===== config.mk =====
export PLATFORM = sky130hd
export DESIGN_NAME = ins_fetch_queue_flat
export DESIGN_NICKNAME = d
export VERILOG_FILES = /design/src/rtl/ins_fetch_queue_pkg.sv /design/src/rtl/ins_fetch_queue_if.sv /design/src/rtl/ins_fetch_queue_fifo.sv /design/src/rtl/ins_fetch_queue.sv /design/src/flat_wrapper.sv
export SDC_FILE = /design/constraint.sdc
export NUM_CORES = 1
export LEC_CHECK = 0
export BUFFER_PORTS_ARGS = -buffer_cell sky130_fd_sc_hd__buf_2
export CORE_MARGIN = 2
export CORE_UTILIZATION = 41
export CTS_CLUSTER_SIZE = 16
export DETAILED_ROUTE_END_ITERATION = 8
export GPL_TIMING_DRIVEN = 0
export PLACE_DENSITY = 0.56
export SLEW_MARGIN = 10
export SYNTH_ARGS = -nofsm -noshare
export SYNTH_HDL_FRONTEND = slang
export SYNTH_SLANG_ARGS = --single-unit

===== constraint.sdc =====
create_clock -name clk -period 3.89 [get_ports clk]
set_input_delay 0.1945 -clock clk [delete_from_list [all_inputs] [get_ports clk]]
set_output_delay 0.1945 -clock clk [all_outputs]
set_load 0.005 [all_outputs]

===== src/rtl/ins_fetch_queue_pkg.sv =====
// Shared constants and helpers for the instruction-fetch queue.
package ins_fetch_queue_pkg;

  localparam logic [31:0] INST_NOP         = 32'h0000_0013;
  localparam int          FQ_DEPTH_DEFAULT = 4;

  function automatic bit is_pow2(input int v);
    return (v > 0) && ((v & (v - 1)) == 0);
  endfunction

endpackage


===== src/rtl/ins_fetch_queue_if.sv =====
// Fetch-side handshake (PC/ROM) and issue-side bus (to if_id) of the fetch queue.
interface ins_fetch_queue_if #(
  parameter int DW = 32,
  parameter int AW = 32
);
  logic [AW-1:0] pc_addr_i;
  logic [DW-1:0] rom_inst_i;
  logic          rom_valid_i;
  logic          fetch_ready_o;
  logic [AW-1:0] inst_addr_o;
  logic [DW-1:0] inst_o;
  logic          inst_valid_o;

  modport master (
    output pc_addr_i, rom_inst_i, rom_valid_i,
    input  fetch_ready_o, inst_addr_o, inst_o, inst_valid_o
  );

  modport slave (
    input  pc_addr_i, rom_inst_i, rom_valid_i,
    output fetch_ready_o, inst_addr_o, inst_o, inst_valid_o
  );
endinterface


===== src/rtl/ins_fetch_queue_fifo.sv =====
// Synchronous power-of-two FIFO with push/pop/flush and a separate occupancy counter.
module fq_fifo #(
  parameter int W     = 64,
  parameter int DEPTH = 4
) (
  input  logic                         clk,
  input  logic                         rst,
  input  logic                         push_i,
  input  logic                         pop_i,
  input  logic                         flush_i,
  input  logic [W-1:0]                 wdata_i,
  output logic [W-1:0]                 rdata_o,
  output logic [$clog2(DEPTH+1)-1:0]   count_o,
  output logic                         full_o,
  output logic                         empty_o
);
  localparam int PW = $clog2(DEPTH);
  localparam int CW = $clog2(DEPTH+1);

  logic [W-1:0]  mem_q [DEPTH];
  logic [PW-1:0] wr_ptr_q, wr_ptr_d;
  logic [PW-1:0] rd_ptr_q, rd_ptr_d;
  logic [CW-1:0] count_q, count_d;

  assign rdata_o = mem_q[rd_ptr_q];
  assign count_o = count_q;
  assign full_o  = (count_q == CW'(DEPTH));
  assign empty_o = (count_q == CW'(0));

  // Payload storage; left unreset, never observed while the slot is empty.
  always_ff @(posedge clk) begin
    if (push_i) begin
      mem_q[wr_ptr_q] <= wdata_i;
    end
  end

  // Pointer and occupancy next-state; flush discards everything still queued.
  always_comb begin
    wr_ptr_d = wr_ptr_q;
    rd_ptr_d = rd_ptr_q;
    count_d  = count_q;
    if (flush_i) begin
      rd_ptr_d = wr_ptr_q;
      count_d  = CW'(0);
    end else begin
      if (push_i) begin
        wr_ptr_d = wr_ptr_q + PW'(1);
      end else begin
        wr_ptr_d = wr_ptr_q;
      end
      if (pop_i) begin
        rd_ptr_d = rd_ptr_q + PW'(1);
      end else begin
        rd_ptr_d = rd_ptr_q;
      end
      case ({push_i, pop_i})
        2'b10:   count_d = count_q + CW'(1);
        2'b01:   count_d = count_q - CW'(1);
        default: count_d = count_q;
      endcase
    end
  end

  // Pointer and counter registers.
  always_ff @(posedge clk or negedge rst) begin
    if (!rst) begin
      wr_ptr_q <= PW'(0);
      rd_ptr_q <= PW'(0);
      count_q  <= CW'(0);
    end else begin
      wr_ptr_q <= wr_ptr_d;
      rd_ptr_q <= rd_ptr_d;
      count_q  <= count_d;
    end
  end
endmodule


===== src/rtl/ins_fetch_queue.sv =====
// Instruction-fetch stage: prefetch FIFO plus registered issue stage with bypass,
// stall hold and jump flush; NOPs are issued whenever nothing valid is available.
module ins_fetch_queue
  import ins_fetch_queue_pkg::*;
#(
  parameter int            DW       = 32,
  parameter int            AW       = 32,
  parameter int            DEPTH    = FQ_DEPTH_DEFAULT,
  parameter logic [DW-1:0] NOP_INST = DW'(INST_NOP)
) (
  input  logic                       clk,
  input  logic                       rst,
  input  logic                       jump_en_i,
  input  logic                       hold_flag_i,
  output logic [$clog2(DEPTH+1)-1:0] count_o,
  ins_fetch_queue_if.slave           bus
);
  logic [AW+DW-1:0] head_s;
  logic             full_s, empty_s;
  logic             wr_s, adv_s, pop_s, push_s, bypass_s;

  logic [DW-1:0]    inst_q, inst_d;
  logic [AW-1:0]    addr_q, addr_d;
  logic             vld_q,  vld_d;

  // Ready depends only on the registered count, so a full queue refuses even on a pop cycle.
  assign wr_s     = bus.rom_valid_i & ~full_s & ~jump_en_i;
  assign adv_s    = ~hold_flag_i & ~jump_en_i;
  assign pop_s    = adv_s & ~empty_s;
  assign bypass_s = adv_s & empty_s & wr_s;
  assign push_s   = wr_s & ~bypass_s;

  assign bus.fetch_ready_o = ~full_s;
  assign bus.inst_o        = inst_q;
  assign bus.inst_addr_o   = addr_q;
  assign bus.inst_valid_o  = vld_q;

  fq_fifo #(
    .W     (AW + DW),
    .DEPTH (DEPTH)
  ) u_fifo (
    .clk     (clk),
    .rst     (rst),
    .push_i  (push_s),
    .pop_i   (pop_s),
    .flush_i (jump_en_i),
    .wdata_i ({bus.pc_addr_i, bus.rom_inst_i}),
    .rdata_o (head_s),
    .count_o (count_o),
    .full_o  (full_s),
    .empty_o (empty_s)
  );

  // Issue-stage select: jump clears, advance takes FIFO head then bypass, hold keeps.
  always_comb begin
    inst_d = inst_q;
    addr_d = addr_q;
    vld_d  = vld_q;
    if (jump_en_i) begin
      inst_d = NOP_INST;
      addr_d = AW'(0);
      vld_d  = 1'b0;
    end else if (adv_s) begin
      if (!empty_s) begin
        addr_d = head_s[AW+DW-1:DW];
        inst_d = head_s[DW-1:0];
        vld_d  = 1'b1;
      end else if (wr_s) begin
        addr_d = bus.pc_addr_i;
        inst_d = bus.rom_inst_i;
        vld_d  = 1'b1;
      end else begin
        inst_d = NOP_INST;
        addr_d = AW'(0);
        vld_d  = 1'b0;
      end
    end else begin
      inst_d = inst_q;
      addr_d = addr_q;
      vld_d  = vld_q;
    end
  end

  // Issue-stage registers toward if_id.
  always_ff @(posedge clk or negedge rst) begin
    if (!rst) begin
      inst_q <= NOP_INST;
      addr_q <= AW'(0);
      vld_q  <= 1'b0;
    end else begin
      inst_q <= inst_d;
      addr_q <= addr_d;
      vld_q  <= vld_d;
    end
  end
endmodule


===== src/flat_wrapper.sv =====
// flat-port wrapper written by rule: the top's interface ports become plain ports
module ins_fetch_queue_flat import ins_fetch_queue_pkg::*;
#(
  parameter int            DW       = 32,
  parameter int            AW       = 32,
  parameter int            DEPTH    = FQ_DEPTH_DEFAULT,
  parameter logic [DW-1:0] NOP_INST = DW'(INST_NOP)
)
  (clk, rst, jump_en_i, hold_flag_i, count_o, bus_pc_addr_i, bus_rom_inst_i, bus_rom_valid_i, bus_fetch_ready_o, bus_inst_addr_o, bus_inst_o, bus_inst_valid_o);
  ins_fetch_queue_if #(.DW(DW), .AW(AW)) bus_i ();
  input  logic clk;
  input  logic rst;
  input  logic jump_en_i;
  input  logic hold_flag_i;
  output logic [$clog2(DEPTH+1)-1:0] count_o;
  input wire logic [$bits(bus_i.pc_addr_i)-1:0] bus_pc_addr_i;
  input wire logic [$bits(bus_i.rom_inst_i)-1:0] bus_rom_inst_i;
  input wire logic [$bits(bus_i.rom_valid_i)-1:0] bus_rom_valid_i;
  output wire logic [$bits(bus_i.fetch_ready_o)-1:0] bus_fetch_ready_o;
  output wire logic [$bits(bus_i.inst_addr_o)-1:0] bus_inst_addr_o;
  output wire logic [$bits(bus_i.inst_o)-1:0] bus_inst_o;
  output wire logic [$bits(bus_i.inst_valid_o)-1:0] bus_inst_valid_o;
  assign bus_i.pc_addr_i = bus_pc_addr_i;
  assign bus_i.rom_inst_i = bus_rom_inst_i;
  assign bus_i.rom_valid_i = bus_rom_valid_i;
  assign bus_fetch_ready_o = bus_i.fetch_ready_o;
  assign bus_inst_addr_o = bus_i.inst_addr_o;
  assign bus_inst_o = bus_i.inst_o;
  assign bus_inst_valid_o = bus_i.inst_valid_o;
  ins_fetch_queue #(.DW(DW), .AW(AW), .DEPTH(DEPTH), .NOP_INST(NOP_INST)) u_core (.clk(clk), .rst(rst), .jump_en_i(jump_en_i), .hold_flag_i(hold_flag_i), .count_o(count_o), .bus(bus_i));
endmodule

Word level (Yosys, flattened, before mapping)
Memories as Yosys holds them, arrays and structs flattened.
Cells that the tools add are included.
{"block": "op_classes", "n_eq_ne": 3, "bitwise_logic": 12, "n_mux": 18, "add_sub_neg": 4, "reduce_logical": 5}
{"cell": "$mux 32", "n": 8}
{"cell": "$and 1x1->1", "n": 7}
{"cell": "$mux 1", "n": 6}
{"cell": "$pmux 3 s2", "n": 1}
{"cell": "$not 1->1", "n": 5}
{"cell": "$add 2x1->2 const B", "n": 2}
{"cell": "$mux 2", "n": 2}
{"cell": "$reduce_bool 2->1", "n": 2}
{"cell": "$add 3x1->3 const B", "n": 1}
{"cell": "$eq 3x3->1 const B", "n": 1}
{"cell": "$logic_not 3->1", "n": 1}
{"cell": "$mux 3", "n": 1}
{"cell": "$reduce_bool 3->1", "n": 1}
{"cell": "$sub 3x1->3 const B", "n": 1}
{"cell": "$eq 2x1->1 const B", "n": 1}
{"cell": "$eq 2x2->1 const B", "n": 1}
{"cell": "$reduce_and 2->1", "n": 1}
{"block": "word_totals", "inputBits": 69, "regBits": 72, "mem_count": 1, "ram_bits": 256, "wordCells": 49}
{"memory": "u_core.u_fifo.mem_q", "depth": 4, "width": 64, "rd": 1, "rd_clocked_by_memory_dff": 0, "write_ports": 1, "line_no": "ins_fetch_queue_fifo.sv:20", "text": "logic [W-1:0] mem_q [DEPTH];"}

Depth between registers and ports, before layout
Gate-level depths: netlist (run 1).
{"block": "depth", "ltp_word": 10, "ltp_mapped": 7}

By module
Synthesis (run 1) repeated with hierarchy kept, for this count alone.
{"block": "hier_totals", "cells_unflattened": 671, "area_unflattened_um2": 12682.2}
{"mod": "fq_fifo", "area_per_inst_um2": 9664.3, "instances": 1, "cells_each": 375, "seq_area_each_um2": 7862.5}
{"mod": "ins_fetch_queue", "area_per_inst_um2": 3017.9, "instances": 1, "cells_each": 296, "seq_area_each_um2": 1630.3}

Least setup slack after synthesis (run 1)
OpenSTA, ideal clock, no wires.
{"block": "synth_path", "path_kind": "register -> register", "startpoint": "register u_core.u_fifo.count_q[0], in the netlist u_core.u_fifo.count_o[0]", "endpoint": "memory u_core.u_fifo.mem_q[0][0] (enable)", "required_ns": 3.461, "arrival_time_ns": 2.501, "path_stages_with_launch": 4, "setup_slack_ns": 0.960, "setup_time_ns": 0.429, "period_less_slack_ns": 2.930, "path_cell_list": "dfrtp_1 nor2_1 a21oi_1 and2_1"}
{"block": "synth_between", "elab_chain_cells": 9, "elab_cells_between_ends": 11, "classes_between": "eq/ne (1); mux (2); bitwise (7); reduce/logical (1)"}
{"item": "from (decl)", "line_no": "ins_fetch_queue_fifo.sv:23", "text": "logic [CW-1:0] count_q, count_d;"}
{"item": "from (signal assigned)", "line_no": "ins_fetch_queue_fifo.sv:73", "text": "count_q <= count_d;"}
{"item": "$eq 3x3->1", "line_no": "ins_fetch_queue_fifo.sv:27", "text": "assign full_o = (count_q == CW'(DEPTH));"}
{"item": "$not 1->1", "line_no": "ins_fetch_queue.sv:27", "text": "assign wr_s = bus.rom_valid_i & ~full_s & ~jump_en_i;"}
{"item": "$and 1x1->1 (2 in series)", "line_no": "ins_fetch_queue.sv:27"}
{"item": "$and 1x1->1", "line_no": "ins_fetch_queue.sv:30", "text": "assign bypass_s = adv_s & empty_s & wr_s;"}
{"item": "$not 1->1", "line_no": "ins_fetch_queue.sv:31", "text": "assign push_s = wr_s & ~bypass_s;"}
{"item": "$and 1x1->1 (*)", "line_no": "ins_fetch_queue.sv:31"}
{"item": "$mux 1 (*)", "line_no": "ins_fetch_queue_fifo.sv:32", "text": "if (push_i) begin"}
{"item": "$mux 1 (not written as such) (*)", "line_no": "ins_fetch_queue_fifo.sv:33", "text": "mem_q[wr_ptr_q] <= wdata_i;"}
{"item": "to (decl)", "line_no": "ins_fetch_queue_fifo.sv:20"}
Every way passes the cells marked *; elsewhere a longest branch is shown, timed or not.

Worst setup path after layout (run 1)
{"block": "layout_path", "startpoint": "register u_core.u_fifo.count_q[0], in the netlist u_core.u_fifo.count_o[0]", "endpoint": "register u_core.u_fifo.count_q[2], in the netlist u_core.u_fifo.count_o[2]"}
{"block": "layout_between", "elab_chain_cells": 10, "elab_cells_between_ends": 18, "classes_between": "add/sub (2); eq/ne (3); mux (2); bitwise (9); reduce/logical (2)"}
{"item": "$eq 3x3->1", "line_no": "ins_fetch_queue_fifo.sv:27"}
{"item": "$not 1->1", "line_no": "ins_fetch_queue.sv:27"}
{"item": "$and 1x1->1 (2 in series)", "line_no": "ins_fetch_queue.sv:27"}
{"item": "$and 1x1->1", "line_no": "ins_fetch_queue.sv:30"}
{"item": "$not 1->1", "line_no": "ins_fetch_queue.sv:31"}
{"item": "$and 1x1->1", "line_no": "ins_fetch_queue.sv:31"}
{"item": "$eq 2x1->1 / $eq 2x2->1 (equally long branches)", "line_no": "ins_fetch_queue_fifo.sv:56", "text": "case ({push_i, pop_i})"}
{"item": "$pmux 3 s2", "line_no": "ins_fetch_queue_fifo.sv:56"}
{"item": "$mux 3", "line_no": "ins_fetch_queue_fifo.sv:42", "text": "if (flush_i) begin"}
Several ways; a longest one is shown, not always the timed one.
A chain may end at the register's enable or synchronous reset.

==> Implementation_results.wiki, run 1 <==
{| class="wikitable"
! Metric !! Value
|-
| CTS Buf Count || 36
|-
| Source-to-sink clock delay at the later pin of the worst-skew pair || roughly 0.5 ns
|-
| Via-per-instance ratio || 5.43
|-
| Commonest cells after routing, fill and taps aside || sky130_fd_sc_hd__edfxtp_1, sky130_fd_sc_hd__buf_2, sky130_fd_sc_hd__dfrtp_1, sky130_fd_sc_hd__dlygate4sd3_1, sky130_fd_sc_hd__mux4_2
|-
| Pin count of the biggest net entering global routing || between 40 and 50
|-
| Maximum fanout along the worst path || 7
|-
| Count of routing violations after the opening detailed-route iteration || a little over 700
|-
| Ys async rst share || a little over a fifth
|-
| Sum of internal, switching and leakage power || 9.23 mW
|-
| #FFs+latches synth || approximately 330
|-
| Vias in the first global route || between 7k and 8k
|-
| Depth of the CTS H-tree || 2
|-
| Outcome || finished clean
|-
| Biggest area contributors in the synthesized netlist || sky130_fd_sc_hd__edfxtp_1, sky130_fd_sc_hd__dfrtp_1, sky130_fd_sc_hd__mux4_2
|-
| Library cells used by synthesis || 36
|-
| Chip width || roughly 180 µm
|-
| Number of antenna repair diodes || 0
|-
| Top cell type's share of synthesized area || 61.8%
|-
| Clock tree skew after final layout || roughly 0.015 ns
|-
| Worst setup path class || reg2reg
|-
| Required @ worst endpoint || 4.28 ns
|-
| Simple-gate area share of the yosys netlist || under 10%
|-
| I/O Pins || about 140
|-
| Min Clock Period, post-route || 2.49 ns
|-
| Overall routed net length || ~28000 µm
|-
| Mean post-synth cell area || between 20 and 25 µm²
|-
| Remaining global-route overflow || 0
|-
| Tightest Pin Transition || around 1.0 ns
|-
| Total cell area at the placement stage || 13800 µm²
|-
| Clk root buf || sky130_fd_sc_hd__clkbuf_16
|-
| Wire length of the first global-routing pass || 42500 µm
|-
| DRC violation count after routing || 0
|-
| Share of post-route cells with drive strength above 1 || about 32%
|-
| Post-synthesis sequential area ratio || 76.3%
|-
| Post-route clock period utilization || between 60% and 70%
|-
| Synthesized-area fraction occupied by ao, oa, aoi and oai cells || roughly 5.7%
|-
| Sink Count || 328
|-
| DP HPWL || between 15000 and 20000 µm
|-
| Pins Over Slew Limit || 0
|-
| XOR/XNOR Fraction of Synth Area || less than 1%
|-
| Final nets || slightly above 900
|-
| Final worst-path setup slack || between 1 and 1.5 ns
|-
| Worst setup timing slack at the placement stage || about 1.4 ns
|-
| Y dimension of the die || 178 µm
|-
| Highest clock frequency the design can meet || a little over 0.4 GHz
|-
| Sort of element at the start of the critical path || flop
|-
| First-pass detailed-route iteration total || 8
|-
| Overall fraction of global-route tracks in use || between 10% and 20%
|-
| Post-CTS setup buffers || 0
|-
| Post-synth design cell area || between 10000 and 15000 µm²
|-
| Leakage power || between 6 and 7 nW
|-
| Via count || approximately 6.9k
|-
| Die Outline Area || around 32000 µm²
|-
| Gate Count Post-Synth || approximately 610
|-
| Count of yosys warnings during synthesis || 0
|-
| Last weighted congestion value of the routability-driven placer || ~0.74
|-
| Worst IR Drop VDD || slightly below 0.4 mV
|-
| Cell type with the highest aggregate area in the netlist || sky130_fd_sc_hd__edfxtp_1
|-
| Area overhead of the layout relative to synthesis || 25.1%
|-
| Post-route cell area || between 15000 and 20000 µm²
|-
| I/O Buffers || roughly 140
|-
| Routed length per instance || between 20 and 25 µm
|-
| Share of synthesized area spent on multiplexers || about an eighth
|-
| Clock input transition at the sequential cells of the worst setup and hold paths || ~0.06 ns
|-
| Main combinational cell family by area after synthesis || multiplexers
|-
| Setup violators final || 0
|-
| Maximum Capacitance Violations || 0
|-
| Final Hold Violating Endpoints || 0
|-
| Setup repair after global routing missed its margin || false
|-
| Layout Cells excl Fill || ~1.3k
|-
| Data arrival time of the critical path || between 2 and 3 ns
|-
| Row Count || 63
|-
| Number of synthesized flops with an enable pin || 256
|-
| Main synth FF type || sky130_fd_sc_hd__edfxtp_1
|-
| Antenna violations before repair || 1
|-
| Hold buffer count at cts || 65
|-
| Adder and majority cell fraction of the synthesized area || less than 1%
|-
| Starting density of the core || 41.8%
|-
| Core Box Area || between 20000 and 30000 µm²
|-
| Max transition margin || between 30% and 40%
|-
| Routed Antenna Nets || 0
|-
| Max clock buf depth || 3
|-
| Placed cell count || roughly 1.1k
|-
| Most common library cell in the layout ignoring fill and taps || sky130_fd_sc_hd__edfxtp_1
|-
| Synthesized net count || about 700
|-
| Critical Path Sink Type || flop
|-
| Resized cells post-CTS || 0
|-
| Ratio of total power to cell area || slightly below 600 nW/µm²
|-
| Clock tree from TritonCTS || built
|-
| Hold Crit Class || in2reg
|}
==> metal layers <==
layer / share of wire (%) / GRT usage, % / vias to the layer above
met5: 0.047 / 0 / -
met4: 1.8 / 4.44 / 2
met3: 6.6 / 3.94 / 45
met2: 49 / 29.7 / 253
met1: 43 / 24.3 / 3603
li1: - / - / 3007
==> worst max-delay path: stages, from the launching register on <==
cell and delay (ns):
sky130_fd_sc_hd__dfrtp_1 0.48, sky130_fd_sc_hd__nor3_4 0.33, sky130_fd_sc_hd__or3_1 0.26, sky130_fd_sc_hd__a21oi_1 0.08, sky130_fd_sc_hd__fa_1 0.41, sky130_fd_sc_hd__or3_1 0.38
sky130_fd_sc_hd__a21o_1 0.18, sky130_fd_sc_hd__a221oi_1 0.26
==> state kept, by name, summed over array words and instances (netlist names) <==
| register | cells |
|---|---|
| u_core.u_fifo.mem_q | 256 |
| u_core.u_fifo.count_o | 3 |
| u_core.u_fifo.rd_ptr_q | 2 |
| u_core.bus.inst_valid_o | 1 |
| u_core.bus.inst_addr_o | 32 |
| u_core.bus.inst_o | 32 |
| u_core.u_fifo.wr_ptr_q | 2 |
==> per-stage QoR <==
stage | utilization, % | hold slack [ns] | TNS (ns)
2_1_floorplan | - | -0.101 | 0
3_3_place_gp | 45.7 | 0.415 | -157.43
3_5_place_dp | 46.2 | 0.213 | 0
4_1_cts | 52.2 | 0.158 | 0
5_1_grt | 52.2 | 0.198 | 0
6_report | 52.2 | 0.179 | 0
==> worst paths after layout <==
path,startpoint,end,slack [ns],cells after the start
worst max-delay path,u_core.u_fifo.count_o[0],u_core.u_fifo.count_o[2],1.40,7
worst min-delay path,bus_rom_valid_i,u_core.u_fifo.count_o[2],0.18,4
worst max register to register,u_core.u_fifo.count_o[0],u_core.u_fifo.count_o[2],1.40,7
worst min register to register,u_core.bus.inst_addr_o[20],u_core.bus.inst_addr_o[20],0.50,2
max in group asynchronous,rst,u_core.bus.inst_o[0],2.99,3
min in group asynchronous,rst,u_core.bus.inst_o[19],0.22,2
==> kinds of logic after synthesis <==
family | count (synthesis)
flip-flops | 328
buffers and inverters | 98
AO/OA/AOI/OAI | 74
multiplexers | 68
AND/OR/NAND/NOR | 33
adder cells (fa/ha/maj) | 5
XOR/XNOR | 3
==> synth_stat cells (3+ instances only) <==
cell type                  instances
sky130_fd_sc_hd__nand2_1           4
sky130_fd_sc_hd__buf_2             4
sky130_fd_sc_hd__nor2_1            7
sky130_fd_sc_hd__xnor2_1           3
sky130_fd_sc_hd__dfstp_2           3
sky130_fd_sc_hd__a21oi_1           4
sky130_fd_sc_hd__clkbuf_1         19
sky130_fd_sc_hd__mux2i_1           3
sky130_fd_sc_hd__a222oi_1         61
sky130_fd_sc_hd__and2_1            4
sky130_fd_sc_hd__inv_1            63
sky130_fd_sc_hd__edfxtp_1        256
sky130_fd_sc_hd__dfrtp_1          69
sky130_fd_sc_hd__ha_1              4
sky130_fd_sc_hd__mux4_2           64
sky130_fd_sc_hd__nand2b_1          7
sky130_fd_sc_hd__buf_6            11
==> area by class of cell <==
| cell class | count | area [µm²] |
|---|---|---|
| buffer | 35 | 219 |
| clock buffer | 58 | 1050 |
| clock inverter | 8 | 100 |
| fill | 2455 | 14200 |
| inverter | 63 | 236 |
| multi-input combinational | 183 | 2500 |
| sequential | 328 | 9490 |
| tap | 390 | 488 |
| timing repair buffer | 207 | 1470 |
==> report_power, final <==
| part | total, mW | internal (mW) | leakage (nW) | switching, mW |
|---|---|---|---|---|
| clock | 3.28 | 1.99 | 0.560 | 1.28 |
| sequential | 4.21 | 4.09 | 3.27 | 0.116 |
| combinational | 1.74 | 0.865 | 2.28 | 0.873 |
| total | 9.23 | 6.95 | 6.11 | 2.27 |
(Power assumes the default switching activity.)
==> run 2, diff against run 1 <==
- clock period: 3.89 -> 2.5 ns (I/O delays scaled with it)
==> run 2 against run 1 <==
Effect of this change:
- final area rose by 0.68%
- sequential cell count did not move
- via count increased by 0.49%
- highest routed layer is now met4
- maximum frequency grew 5.8%
- sequential share of layout area down 0.40 points
- combinational power grew 56%
- sequential power is 56% higher
- non-clock buffer count grew 2
- total power grew 59%
- largest cell class unchanged
- clock skew is essentially flat
- utilization rose by 0.36 points
- hold slack got worse by 0.080 ns
==> Implementation_results.wiki, run 2 (synthesis gave the netlist of run 1 again) <==
{| class="wikitable"
! Metric !! Value
|-
| Placed cell count || 1141 (unchanged)
|-
| Pin count of the biggest net entering global routing || 42 (was 41)
|-
| Layout Cells excl Fill || 1272 (unchanged)
|-
| Worst setup path class || reg2reg (unchanged)
|-
| Via-per-instance ratio || 5.46 (was 5.43)
|-
| Worst setup timing slack at the placement stage || 0.0437 ns (was 1.41 ns)
|-
| Total cell area at the placement stage || 13800 µm² (about the same)
|-
| Outcome || finished clean (unchanged)
|-
| Met2 routed wirelength || 14000 µm (was 13600 µm)
|-
| Worst flop-to-flop path startpoint || u_core.u_fifo.count_o[1] (was u_core.u_fifo.count_o[0])
|-
| I/O Buffers || 137 (unchanged)
|-
| Worst Hold Depth || 4 (unchanged)
|-
| Worst IR Drop VDD || 0.613 mV (was 0.392 mV)
|-
| Most flop-heavy register || u_core.u_fifo.mem_q (unchanged)
|-
| Setup violators final || 0 (unchanged)
|-
| Required @ worst endpoint || 2.91 ns (was 4.28 ns)
|-
| FF-to-FF End || u_core.u_fifo.count_o[2] (unchanged)
|-
| Antenna violations before repair || 1 (unchanged)
|-
| Hold Crit Class || in2reg (unchanged)
|-
| Row Count || 63 (unchanged)
|-
| Depth of the CTS H-tree || 2 (unchanged)
|-
| Final worst-path setup slack || 0.150 ns (was 1.40 ns)
|-
| Pins Over Slew Limit || 0 (unchanged)
|-
| Clock tree skew after final layout || 0.0148 ns (about the same)
|-
| Post-route clock period utilization || 94.0% (was 63.9%)
|-
| Routed wl met3 || 1890 µm (was 1840 µm)
|-
| I/O Pins || 138 (unchanged)
|-
| Sink Count || 328 (unchanged)
|-
| Post-route cell area || 15700 µm² (was 15600 µm²)
|-
| Clk root buf || sky130_fd_sc_hd__clkbuf_16 (unchanged)
|-
| Sort of element at the start of the critical path || flop (unchanged)
|-
| Overall routed net length || 28200 µm (was 27900 µm)
|-
| Most common library cell in the layout ignoring fill and taps || sky130_fd_sc_hd__edfxtp_1 (unchanged)
|-
| Data arrival time of the critical path || 2.76 ns (was 2.88 ns)
|-
| DP HPWL || 16400 µm (was 16700 µm)
|-
| Overall fraction of global-route tracks in use || 18.0% (was 17.9%)
|-
| Hold slack final || 0.0992 ns (was 0.179 ns)
|-
| Count of routing violations after the opening detailed-route iteration || 782 (was 715)
|-
| Vias in the first global route || 7407 (was 7464)
|-
| Ratio of total power to cell area || 938 nW/µm² (was 593 nW/µm²)
|-
| Leakage power || 6.16 nW (was 6.11 nW)
|-
| Maximum Capacitance Violations || 0 (unchanged)
|-
| Number of flip-flops in the largest register || 256 (unchanged)
|-
| Highest clock frequency the design can meet || 0.426 GHz (was 0.402 GHz)
|-
| Max clock buf depth || 3 (unchanged)
|-
| Y dimension of the die || 178 µm (unchanged)
|-
| Topmost layer with routed signal wires || met4 (was met5)
|-
| Core Box Area || 29800 µm² (unchanged)
|-
| Chip width || 178 µm (unchanged)
|-
| Clock tree from TritonCTS || built (unchanged)
|-
| Share of post-route cells with drive strength above 1 || 33.2% (was 32.3%)
|-
| Final Hold Violating Endpoints || 0 (unchanged)
|-
| Clock input transition at the sequential cells of the worst setup and hold paths || 0.06 ns (about the same)
|-
| Final nets || 930 (was 928)
|-
| Remaining global-route overflow || 0 (unchanged)
|-
| Source-to-sink clock delay at the later pin of the worst-skew pair || 0.51 ns (about the same)
|-
| Commonest cells after routing, fill and taps aside || sky130_fd_sc_hd__edfxtp_1, sky130_fd_sc_hd__buf_2, sky130_fd_sc_hd__dfrtp_1, sky130_fd_sc_hd__dlygate4sd3_1, sky130_fd_sc_hd__mux4_2 (unchanged)
|-
| Reg-to-reg slack, setup || 0.15 ns (was 1.40 ns)
|-
| DRC violation count after routing || 0 (unchanged)
|-
| Wire length of the first global-routing pass || 42800 µm (was 42500 µm)
|-
| Met1 Wirelength || 11700 µm (was 11900 µm)
|-
| Setup total negative slack || 0 ns (unchanged)
|-
| Finished Core Util || 52.6% (was 52.2%)
|-
| Critical Path Sink Type || flop (unchanged)
|-
| Depth of the worst register-to-register path || 7 (unchanged)
|-
| Max transition margin || 28.3% (was 33.2%)
|-
| CTS Buf Count || 35 (was 36)
|-
| Sum of internal, switching and leakage power || 14.7 mW (was 9.23 mW)
|-
| Starting density of the core || 41.8% (unchanged)
|-
| Routed length per instance || 22.1 µm (was 21.9 µm)
|-
| Last weighted congestion value of the routability-driven placer || 0.772 (was 0.736)
|-
| Maximum fanout along the worst path || 6 (was 7)
|-
| Number of antenna repair diodes || 0 (unchanged)
|-
| Area overhead of the layout relative to synthesis || 25.9% (was 25.1%)
|-
| Filler Cells Inserted || 2384 (was 2455)
|-
| Min Clock Period, post-route || 2.35 ns (was 2.49 ns)
|-
| CP startpoint || u_core.u_fifo.count_o[1] (was u_core.u_fifo.count_o[0])
|-
| Routed Antenna Nets || 0 (unchanged)
|-
| Critical Path End || u_core.u_fifo.count_o[2] (unchanged)
|-
| Via count || 6944 (was 6910)
|-
| First-pass detailed-route iteration total || 9 (was 8)
|-
| Die Outline Area || 31800 µm² (unchanged)
|-
| Tightest Pin Transition || 1.07 ns (was 0.997 ns)
|}
## run 2: cell types whose count changed in the layout (fill, tap and decap cells not counted), sizes merged
cell	delta
and2	+1
buf	+2
bufinv	+4
clkbuf	-9
clkinv	+4
inv	-2
## run 2: worst min-delay path by stage
| stage | slack [ns] | endpoint | start |
|---|---|---|---|
| 4_1_cts | 0.08 | u_core.u_fifo.count_o[2] | bus_rom_valid_i |
| 5_1_grt | 0.13 | u_core.u_fifo.count_o[2] | bus_rom_valid_i |
| 3_5_place_dp | 0.14 | u_core.bus.inst_o[20] | rst |
| 3_3_place_gp | 0.35 | u_core.u_fifo.mem_q[3][58] | bus_pc_addr_i[26] |
| 2_1_floorplan | -0.17 | u_core.bus.inst_addr_o[0] | rst |
| 6_report | 0.1 | u_core.u_fifo.count_o[2] | bus_rom_valid_i |
## run 2: power breakdown
| part | internal (mW) | switching (mW) | total, mW | leakage (nW) |
|---|---|---|---|---|
| clock | 3.41 | 2.02 | 5.43 | 0.593 |
| sequential | 6.37 | 0.183 | 6.55 | 3.27 |
| combinational | 1.36 | 1.36 | 2.72 | 2.29 |
## run 2: metal layers
metal,vias to the layer above,global-route usage [%]
li1,3012,-
met1,3640,23.5
met2,252,30.5
met3,40,4.01
met4,0,5.25
met5,-,0
## run 2: critical path: stages (launching register included)
cell and delay, ns:
sky130_fd_sc_hd__dfrtp_2 0.46, sky130_fd_sc_hd__nor3_4 0.32, sky130_fd_sc_hd__or3_4 0.19, sky130_fd_sc_hd__a21oi_1 0.04, sky130_fd_sc_hd__fa_1 0.40, sky130_fd_sc_hd__or3_1 0.38
sky130_fd_sc_hd__a21o_1 0.19, sky130_fd_sc_hd__a221oi_1 0.26
## run 2: area by class of cell
cell class                 count  area (µm²)  area share (%)
clock inverter                14         219            1.40
inverter                      63         236            1.51
timing repair buffer         209        1490            9.52
clock buffer                  49        1000            6.39
multi-input combinational    184        2520            16.1
sequential                   328        9500            60.6
buffer                        35         219            1.40
tap                          390         488            3.11
## run 2: what timing repair did
item | CTS | global route
endpoints found under the setup margin | 0 | 144
hold endpoints to repair | 351 | 0
buffers inserted | 0 | 2
hold buffers | 65 | 0
gates resized for setup | 0 | 4
